===== src/rtl/interval_arb_pkg.sv =====
// Shared types and the round-robin selection helper for interval_timer_arbiter.
package interval_arb_pkg;

    typedef enum logic [1:0] {
        ARB_IDLE = 2'd0,
        ARB_RUN  = 2'd1,
        ARB_DONE = 2'd2
    } arb_state_t;

    localparam int MAX_REQ = 8;

    // First set bit of req scanning from last+1, wrapping modulo nreq.
    // Iterating from the far end lets the nearest candidate win the final overwrite.
    function automatic logic [2:0] rr_pick(input logic [MAX_REQ-1:0] req,
                                           input int last,
                                           input int nreq);
        logic [2:0] pick;
        int idx;
        pick = last[2:0];
        for (int k = MAX_REQ; k >= 1; k--) begin
            if (k <= nreq) begin
                idx = last + k;
                if (idx >= nreq) begin
                    idx = idx - nreq;
                end
                if (req[idx[2:0]]) begin
                    pick = idx[2:0];
                end
            end
        end
        return pick;
    endfunction

endpackage


===== src/rtl/interval_arb_counter.sv =====
// Shared interval counter: synchronous clear, advance-gated increment, compare output.
// Optional prescaler compiled in with INTERVAL_ARB_PRESCALE_EN.
module interval_arb_counter
    import interval_arb_pkg::*;
#(
    parameter int N  = 8,
    parameter int PW = 4
) (
    input  logic         clk,
    input  logic         reset,
    input  logic         clear,
    input  logic         run,
    input  logic [N-1:0] cmp,
    output logic [N-1:0] q,
    output logic         match,
    output logic         tick
);

    logic [N-1:0] q_reg;

`ifdef INTERVAL_ARB_PRESCALE_EN
    logic [PW-1:0] presc_reg;

    always_ff @(posedge clk or posedge reset) begin
        if (reset) begin
            presc_reg <= '0;
        end else if (clear) begin
            presc_reg <= '0;
        end else if (run) begin
            presc_reg <= presc_reg + 1'b1;
        end
    end

    assign tick = run && (presc_reg == {PW{1'b1}});
`else
    // Every RUN cycle is an advance point; PW only sizes the prescaler.
    if (PW >= 0) begin : g_every_cycle
        assign tick = run;
    end
`endif

    // Holding at the match value keeps the count at dur while the FSM sits in DONE.
    always_ff @(posedge clk or posedge reset) begin
        if (reset) begin
            q_reg <= '0;
        end else if (clear) begin
            q_reg <= '0;
        end else if (tick && !match) begin
            q_reg <= q_reg + 1'b1;
        end
    end

    assign q     = q_reg;
    assign match = (q_reg == cmp);

endmodule


===== src/rtl/interval_timer_arbiter.sv =====
// Round-robin arbiter sharing one interval counter among NREQ requesters.
// Define INTERVAL_ARB_PRESCALE_EN to advance the counter once per 2^PW cycles.
module interval_timer_arbiter
    import interval_arb_pkg::*;
#(
    parameter int N    = 8,
    parameter int NREQ = 4,
    parameter int PW   = 4
) (
    input  logic              clk,
    input  logic              reset,
    input  logic [NREQ-1:0]   req,
    input  logic [NREQ*N-1:0] dur,
    input  logic              abort,
    output logic [NREQ-1:0]   grant,
    output logic              busy,
    output logic [NREQ-1:0]   done,
    output logic [N-1:0]      count
);

    localparam int IW = (NREQ > 1) ? $clog2(NREQ) : 1;

    arb_state_t       state_reg, state_next;
    logic [IW-1:0]    last_reg;
    logic [IW-1:0]    winner;
    logic [N-1:0]     dur_q_reg;
    logic [N-1:0]     dur_sel;
    logic [NREQ-1:0]  owner_hot;
    logic [MAX_REQ-1:0] req_ext;
    logic             owner_req;
    logic             ctr_clear;
    logic             ctr_run;
    logic             ctr_tick;
    logic             ctr_match;

    assign req_ext = MAX_REQ'(req);
    assign winner  = IW'(rr_pick(req_ext, int'(last_reg), NREQ));

    // last_reg doubles as the current owner: it is loaded with the winner on the grant edge.
    genvar gi;
    generate
        for (gi = 0; gi < NREQ; gi++) begin : g_owner
            assign owner_hot[gi] = (last_reg == IW'(gi));
        end
    endgenerate

    assign owner_req = |(req & owner_hot);

    always_comb begin
        dur_sel = '0;
        for (int i = 0; i < NREQ; i++) begin
            if (winner == IW'(i)) begin
                dur_sel = dur[i*N +: N];
            end
        end
    end

    always_comb begin
        state_next = state_reg;
        case (state_reg)
            ARB_IDLE: begin
                if (|req) begin
                    state_next = ARB_RUN;
                end
            end
            ARB_RUN: begin
                // Cancellation takes precedence over a coincident expiry.
                if (abort || !owner_req) begin
                    state_next = ARB_IDLE;
                end else if (ctr_tick && ctr_match) begin
                    state_next = ARB_DONE;
                end
            end
            ARB_DONE: begin
                state_next = ARB_IDLE;
            end
            default: begin
                state_next = ARB_IDLE;
            end
        endcase
    end

    always_ff @(posedge clk or posedge reset) begin
        if (reset) begin
            state_reg <= ARB_IDLE;
            last_reg  <= IW'(NREQ - 1);
            dur_q_reg <= '0;
        end else begin
            state_reg <= state_next;
            if (state_reg == ARB_IDLE && |req) begin
                last_reg  <= winner;
                dur_q_reg <= dur_sel;
            end
        end
    end

    assign ctr_run   = (state_reg == ARB_RUN);
    assign ctr_clear = (state_reg == ARB_IDLE) || (state_next == ARB_IDLE);

    interval_arb_counter #(
        .N  (N),
        .PW (PW)
    ) u_counter (
        .clk   (clk),
        .reset (reset),
        .clear (ctr_clear),
        .run   (ctr_run),
        .cmp   (dur_q_reg),
        .q     (count),
        .match (ctr_match),
        .tick  (ctr_tick)
    );

    assign grant = (state_reg != ARB_IDLE) ? owner_hot : '0;
    assign busy  = (state_reg != ARB_IDLE);
    assign done  = (state_reg == ARB_DONE) ? owner_hot : '0;

endmodule


===== config.mk =====
export PLATFORM = sky130hd
export DESIGN_NAME = interval_timer_arbiter
export DESIGN_NICKNAME = d
export VERILOG_FILES = /design/src/rtl/interval_arb_pkg.sv /design/src/rtl/interval_arb_counter.sv /design/src/rtl/interval_timer_arbiter.sv
export SDC_FILE = /design/constraint.sdc
export NUM_CORES = 1
export LEC_CHECK = 0
export CAP_MARGIN = 25
export CORE_MARGIN = 2
export CORE_UTILIZATION = 29
export CTS_CLUSTER_DIAMETER = 80
export CTS_CLUSTER_SIZE = 30
export DETAILED_ROUTE_END_ITERATION = 8
export DONT_BUFFER_PORTS = 1
export GPL_ROUTABILITY_DRIVEN = 0
export PLACE_DENSITY = 0.41
export SETUP_SLACK_MARGIN = 0.3
export SYNTH_ARGS = -nofsm -noshare
export SYNTH_HDL_FRONTEND = slang
export SYNTH_SLANG_ARGS = --single-unit
export TNS_END_PERCENT = 10

===== constraint.sdc =====
create_clock -name clk -period 7.3 [get_ports clk]
set_input_delay 1.825 -clock clk [delete_from_list [all_inputs] [get_ports clk]]
set_output_delay 1.825 -clock clk [all_outputs]
set_load 0.01 [all_outputs]

==> results of run 1 <==
-- worst reg2reg max path: cells and delay by family (launching register included) --
family	cells	cell delay, ns
compound gates	2	0.59
fa+ha+maj	1	0.41
buf+inv	1	0.12
flops	1	0.68
mux	2	0.82
simple gates	1	0.73
-- cell usage in the layout (no fill, tap or decap), types with 2 or more instances in the layout --
master / count
nand4_1: 4
o21ai_0: 10
or2_2: 2
nor2_1: 23
a211oi_1: 3
a22oi_1: 2
and2_1: 5
a21o_1: 6
clkbuf_8: 4
a31oi_1: 12
xor2_1: 14
nand2b_1: 3
nand3b_1: 6
dfrtp_1: 18
inv_1: 4
nor2b_1: 6
nand2_1: 7
mux2i_1: 7
nor4_1: 3
dfstp_2: 2
and3_1: 2
nand3_1: 7
ha_1: 5
a21boi_0: 2
-- final timing paths --
kind | start | endpoint | slack (ns) | cells after the start
setup / recovery | req[0] | dur_q_reg[7]$_DFFE_PP0P_ | 3.59 | 6
hold / removal | dur_q_reg[3]$_DFFE_PP0P_ | dur_q_reg[3]$_DFFE_PP0P_ | 0.58 | 2
setup reg to reg | last_reg[0]$_DFFE_PP1P_ | dur_q_reg[7]$_DFFE_PP0P_ | 3.86 | 7
hold reg to reg | dur_q_reg[3]$_DFFE_PP0P_ | dur_q_reg[3]$_DFFE_PP0P_ | 0.58 | 2
max in group asynchronous | reset | u_counter.q[4]$_DFFE_PP0P_ | 5.23 | 1
min in group asynchronous | reset | u_counter.q[6]$_DFFE_PP0P_ | 1.59 | 1
-- cell type report --
class                           instances  area [um^2]
Tap cell                               70         87.6
Multi-Input combinational cell        139          952
Clock buffer                            4         55.1
Inverter                                4         15.0
Sequential cell                        20          503
Fill cell                             552         3490
-- power by group through the flow --
| stage | Combinational [W] | Sequential (W) | Clock, W |
|---|---|---|---|
| finish | 0.000468 | 0.000189 | 0.0000830 |
| CTS | 0.000471 | 0.000189 | 0.0000862 |
| floorplan | 0.000445 | 0.000175 | 0 |
| detailed placement | 0.000469 | 0.000192 | 0 |
| global route | 0.000527 | 0.000195 | 0.0000906 |
| global placement | 0.000460 | 0.000192 | 0 |
-- per-stage QoR --
stage                     total power (W)  utilization  cell area [um^2]
after CTS                        0.000747        0.316              1610
after floorplan                  0.000620            -              1530
after detailed placement         0.000661        0.305              1560
after global placement           0.000652        0.305              1560
after global routing             0.000812        0.316              1610
final                            0.000740        0.316              1610
-- synthesized netlist by cell type (all sizes together) --
cell	n	area, um^2
o21ai	10	50.1
nand2b	3	18.8
xnor2	1	8.76
or2	2	12.5
mux4	2	48.8
o221a	1	11.3
nand4	4	25.0
nor2	23	86.3
or3	1	6.26
a311o	1	10.0
nor4	3	18.8
ha	5	62.6
nand3b	6	45.0
dfstp	2	52.6
buf	5	52.5
a21boi	3	22.5
nand3	7	35.0
clkbuf	3	11.3
xor2	14	123
nor2b	6	37.5
a311oi	1	15.0
inv	4	15.0
dfrtp	18	450
a21oi	1	5.00
a31oi	12	75.1
a22oi	2	15.0
and3	2	12.5
a211oi	4	35.0
nand2	7	26.3
and2	5	31.3
mux2i	7	70.1
a21o	6	45.0
-- kinds of logic after synthesis --
group                      Yosys count
AOI/OAI and AO/OA                   41
buffers and inverters               12
muxes                                9
DFF                                 20
adders and majority gates            5
xor gates and xnor gates            15
and+or+nand+nor                     69
-- metal layers --
metal	track usage	vias to the layer above
li1	-	605
met1	0.161	585
met2	0.204	31
met3	0.0341	2
met4	0.0327	0
met5	0	-
==> results.tsv, run 1 <==
stage	metric	value	unit
run_status	status	finished clean	
setup_path	cp_slowest_cell	and2_1	
setup_path	crit_family	simple AND/OR/NAND/NOR gates	
cts	clkTransAtPathRegs	0.07	ns
floorplan	ios	56	
detailed_routing	first_pass_iters	4	
placement	dp_hpwl	2960	um
setup_path	critical_path_class	in -> reg	
sta	rsz0062_at_grt	no	
pwr	pwr-share-clk	0.112	
detailed_routing	route.detailed.drc	0	
setup_path	cp_num_buf_inv	0	
grt	antenna_found_initial	0	
logic_synthesis	ys.warnings.count	0	
cts	cts_root_buf	clkbuf_8	
setup_path	worstPathMaxFanout	23	
logic_synthesis	synth_xor_area_frac	0.0856	
floorplan	die_y	76.7	um
detailed_routing	highest_layer	met4	
logic_synthesis	synthesis.area	1530	um^2
cts	cts_buffers	3	
grt	grt_pass1_vias	1229	
pwr	combPwrFrac	0.633	
placement	port-buffer-count	0	
min_path	hold_path.class	reg -> reg	
logic_synthesis	syn_avg_cell_area	8.97	um^2
setup_path	start_kind	input port	
setup_path	critical_path.max_stage_delay	0.73	ns
sta	fin_ws	3.59	ns
sta	finalCriticalPeriod	3.71	ns
logic_synthesis	synth-simple-area-share	0.232	
floorplan	dieArea	5890	um^2
logic_synthesis	ys_ff_latch	20	
final_layout	num-nets-final	212	
logic_synthesis	synthCells	171	
cts	hold_buffers	0	
run	cap_violations	0	
cts	htreeDepth	1	
detailed_routing	route.vias.total	1223	
setup_path	cp-end-kind	register	
cts	post-cts-setup-buffers	0	
logic_synthesis	synth_top_family_by_area	simple AND/OR/NAND/NOR gates	
sta	setup_tns	0	ns
final_layout	instances_no_fill	237	
sta	finalCritPeriodShare	0.508	
cts	cts_tree	done	
floorplan	initial_core_util	0.300	
cts	cts_resized	0	
placement	placed_cells	233	
placement	dp_slack	3.30	ns
pwr	ir_worst_vdd	0.136	mV
detailed_routing	detail-route-antenna-nets	0	
sta	holdWs	0.582	ns
cts	clock_latency	0.25	ns
logic_synthesis	synth_cell_type_count	37	
floorplan	core	5110	um^2
setup_path	worstPathArrival	3.87	ns
sta	maxSlewViolCount	0	
sta	fin_worst_skew	0.00302	ns
sta	finalHoldViolCount	0	
detailed_routing	drt-initial-drc-count	42	
floorplan	dieWidth	76.7	um
grt	grt_pass1_wl	5960	um
sta	setup_viol	0	
logic_synthesis	yosysSeqAreaShare	0.328	
detailed_routing	vias_per_cell	5.16	
logic_synthesis	synth_compound_gate_area_share	0.185	
cts	cts_sinks	20	
logic_synthesis	synth_nets	215	
pwr	p_sw_frac	0.476	
detailed_routing	wirelength	3720	um
detailed_routing	routedWlPerCell	15.7	um
pwr	p_int	0.000387	W
final_layout	diodes	0	
pwr	power-per-cell-area	459	nW/um^2
cts	clock_path_buffers	2	
sta	fmax	0.269	GHz
pwr	cellLeakagePower	0.659	nW
sta	worst_pin_slew	0.837	ns
setup_path	path_cells	mux4_2, o221a_1, o21ai_0, and2_1, mux2i_1, a211oi_1	
final_layout	area_growth	5.14	%
sta	maxSlewHeadroom	0.442	
pwr	sequentialPowerShare	0.255	
setup_path	required	7.46	ns
logic_synthesis	synth_fa_ha_area_frac	0.0408	
detailed_routing	wl_met1	1690	um
grt	grt-ovfl-total	0	
logic_synthesis	muxShareOfSynthArea	0.0775	
detailed_routing	wl_met2	1790	um
grt	grt_usage	0.124	
pwr	p_switching	0.000352	W
grt	grt_max_degree	24	
detailed_routing	wl_met3	204	um
floorplan	row_count	26	
final_layout	drive_above_1_share	0.0659	
Power figures use the tool's default switching activity.
==> run 2, diff against run 1 <==
- PLACE_DENSITY: 0.41 -> 0.42
- clock period: 7.3 -> 3.1 ns (I/O delays scaled with it)
==> results.tsv, run 2 (synthesized netlist as in run 1, its figures left out) <==
stage	metric	value	unit
run_status	status	finished clean	
detailed_routing	detail-route-antenna-nets	0	
floorplan	dieArea	5890	um^2
setup_path	cp_slowest_cell	dfstp_2	
grt	grt_max_degree	24	
sta	finalCritPeriodShare	0.867	
setup_path	critical_path_class	reg -> reg	
run	cap_violations	0	
grt	grt_pass1_wl	6560	um
final_layout	drive_above_1_share	0.129	
grt	antenna_found_initial	0	
cts	clkTransAtPathRegs	0.07	ns
pwr	ir_worst_vdd	0.409	mV
final_layout	final-seq-area	503	um^2
floorplan	row_count	26	
cts	clock_path_buffers	2	
final_layout	fillers	553	
sta	fmax	0.372	GHz
sta	fin_ws	0.412	ns
min_path	hold_path.class	in -> async	
sta	maxSlewViolCount	0	
setup_path	critical_path.max_stage_delay	0.57	ns
sta	setup_viol	0	
floorplan	die_y	76.7	um
final_layout	final_common_cell	nor2_1	
floorplan	initial_core_util	0.300	
grt	grt-ovfl-total	0	
sta	finalCriticalPeriod	2.69	ns
pwr	power-per-cell-area	1160	nW/um^2
setup_path	required	3.25	ns
sta	setup_tns	0	ns
pwr	cellLeakagePower	0.686	nW
grt	grt_usage	0.136	
final_layout	area_growth	10.1	%
cts	clock_latency	0.25	ns
final_layout	fin_util	0.331	
setup_path	worstPathArrival	2.84	ns
setup_path	worstPathMaxFanout	12	
cts	htreeDepth	1	
final_layout	num-nets-final	216	
detailed_routing	vias_per_cell	5.37	
detailed_routing	drt-initial-drc-count	106	
setup_path	start_kind	register	
grt	grt_pass1_vias	1272	
floorplan	dieWidth	76.7	um
setup_path	path_cells	inv_1, ha_4, mux4_2, or3_4, and2_4, mux2i_1, a211oi_1	
cts	cts_buffers	3	
detailed_routing	routedWlPerCell	16.8	um
cts	post-cts-setup-buffers	0	
final_layout	diodes	0	
final_layout	multiInputGateArea	990	um^2
setup_path	cp-end-kind	register	
setup_path	cp_num_buf_inv	1	
detailed_routing	wirelength	4060	um
placement	dp_hpwl	3130	um
final_layout	mostFrequentLayoutCells	nor2_1 (23), dfrtp_1 (18), xor2_1 (14), a31oi_1 (12), o21ai_0 (9)	
sta	holdWs	0.543	ns
cts	hold_buffers	0	
sta	finalHoldViolCount	0	
placement	dp_slack	-0.00453	ns
sta	worst_pin_slew	0.770	ns
cts	cts_tree	done	
setup_path	crit_family	multiplexers	
sta	maxSlewHeadroom	0.486	
detailed_routing	route.detailed.drc	0	
floorplan	ios	56	
detailed_routing	first_pass_iters	4	
cts	cts_sinks	20	
sta	rsz0062_at_grt	no	
detailed_routing	route.vias.total	1295	
floorplan	core	5110	um^2
cts	cts_root_buf	clkbuf_8	
pwr	total_power	0.00197	W
sta	fin_worst_skew	0.000787	ns
placement	port-buffer-count	0	
==> run 2: cell count changes in the layout (fill, tap and decap cells not counted), sizes merged <==
cell    change
bufinv      +1
buf         +3
clkbuf      -1
and2        +1
==> run 2: final timing paths <==
| path | start | end | slack [ns] | cells past startpoint |
|---|---|---|---|---|
| setup / recovery | last_reg[1]$_DFFE_PP1P_ | dur_q_reg[0]$_DFFE_PP0P_ | 0.41 | 7 |
| hold / removal | reset | u_counter.q[7]$_DFFE_PP0P_ | 0.54 | 1 |
| setup reg to reg | last_reg[1]$_DFFE_PP1P_ | dur_q_reg[0]$_DFFE_PP0P_ | 0.41 | 7 |
| hold reg to reg | dur_q_reg[3]$_DFFE_PP0P_ | dur_q_reg[3]$_DFFE_PP0P_ | 0.58 | 2 |
| max in group asynchronous | reset | u_counter.q[1]$_DFFE_PP0P_ | 2.07 | 1 |
| min in group clk | dur_q_reg[3]$_DFFE_PP0P_ | dur_q_reg[3]$_DFFE_PP0P_ | 0.58 | 2 |
==> run 2: repair_timing <==
item                                   in CTS  in global routing
setup endpoints to repair                   9                  8
resized for setup                           2                  5
endpoints found under the hold margin       0                  0
pin swaps                                   0                  1
cloned                                      0                  1
==> run 2: layer usage <==
| metal | global-route usage | vias up | wire [um] |
|---|---|---|---|
| met5 | 0 | - | 0 |
| met4 | 0.0273 | 0 | 31 |
| met3 | 0.0318 | 4 | 213 |
| met2 | 0.231 | 36 | 2000 |
| met1 | 0.178 | 634 | 1810 |
| li1 | - | 621 | - |
==> run 2: where the power goes <==
group / leakage (nW) / switching, W / internal [W]
registers: 0.249 / 0.0000653 / 0.000356
clock network: 0.0357 / 0.0000839 / 0.000172
logic: 0.402 / 0.000753 / 0.000536
total: 0.686 / 0.000902 / 0.00106
==> run 2: worst register-to-register path, stage by stage (launching register included) <==
cell	delay [ns]
dfstp_2	0.57
inv_1	0.12
ha_4	0.32
mux4_2	0.56
or3_4	0.42
and2_4	0.21
mux2i_1	0.14
a211oi_1	0.24
==> run 2: final cells by class <==
| type | instances | share of cell area |
|---|---|---|
| multi-input cells | 140 | 0.586 |
| flip-flops and latches | 20 | 0.298 |
| well taps | 70 | 0.0519 |
| clock buffers | 3 | 0.0244 |
| clock inverters | 1 | 0.0178 |
| repair buffers | 3 | 0.0133 |
| inverters | 4 | 0.00889 |
==> run 2: stage by stage <==
step | instances | area (um^2)
2_1_floorplan | 171 | 1540
3_5_place_dp | 236 | 1590
3_3_place_gp | 236 | 1590
5_1_grt | 241 | 1690
4_1_cts | 240 | 1660
6_report | 241 | 1690
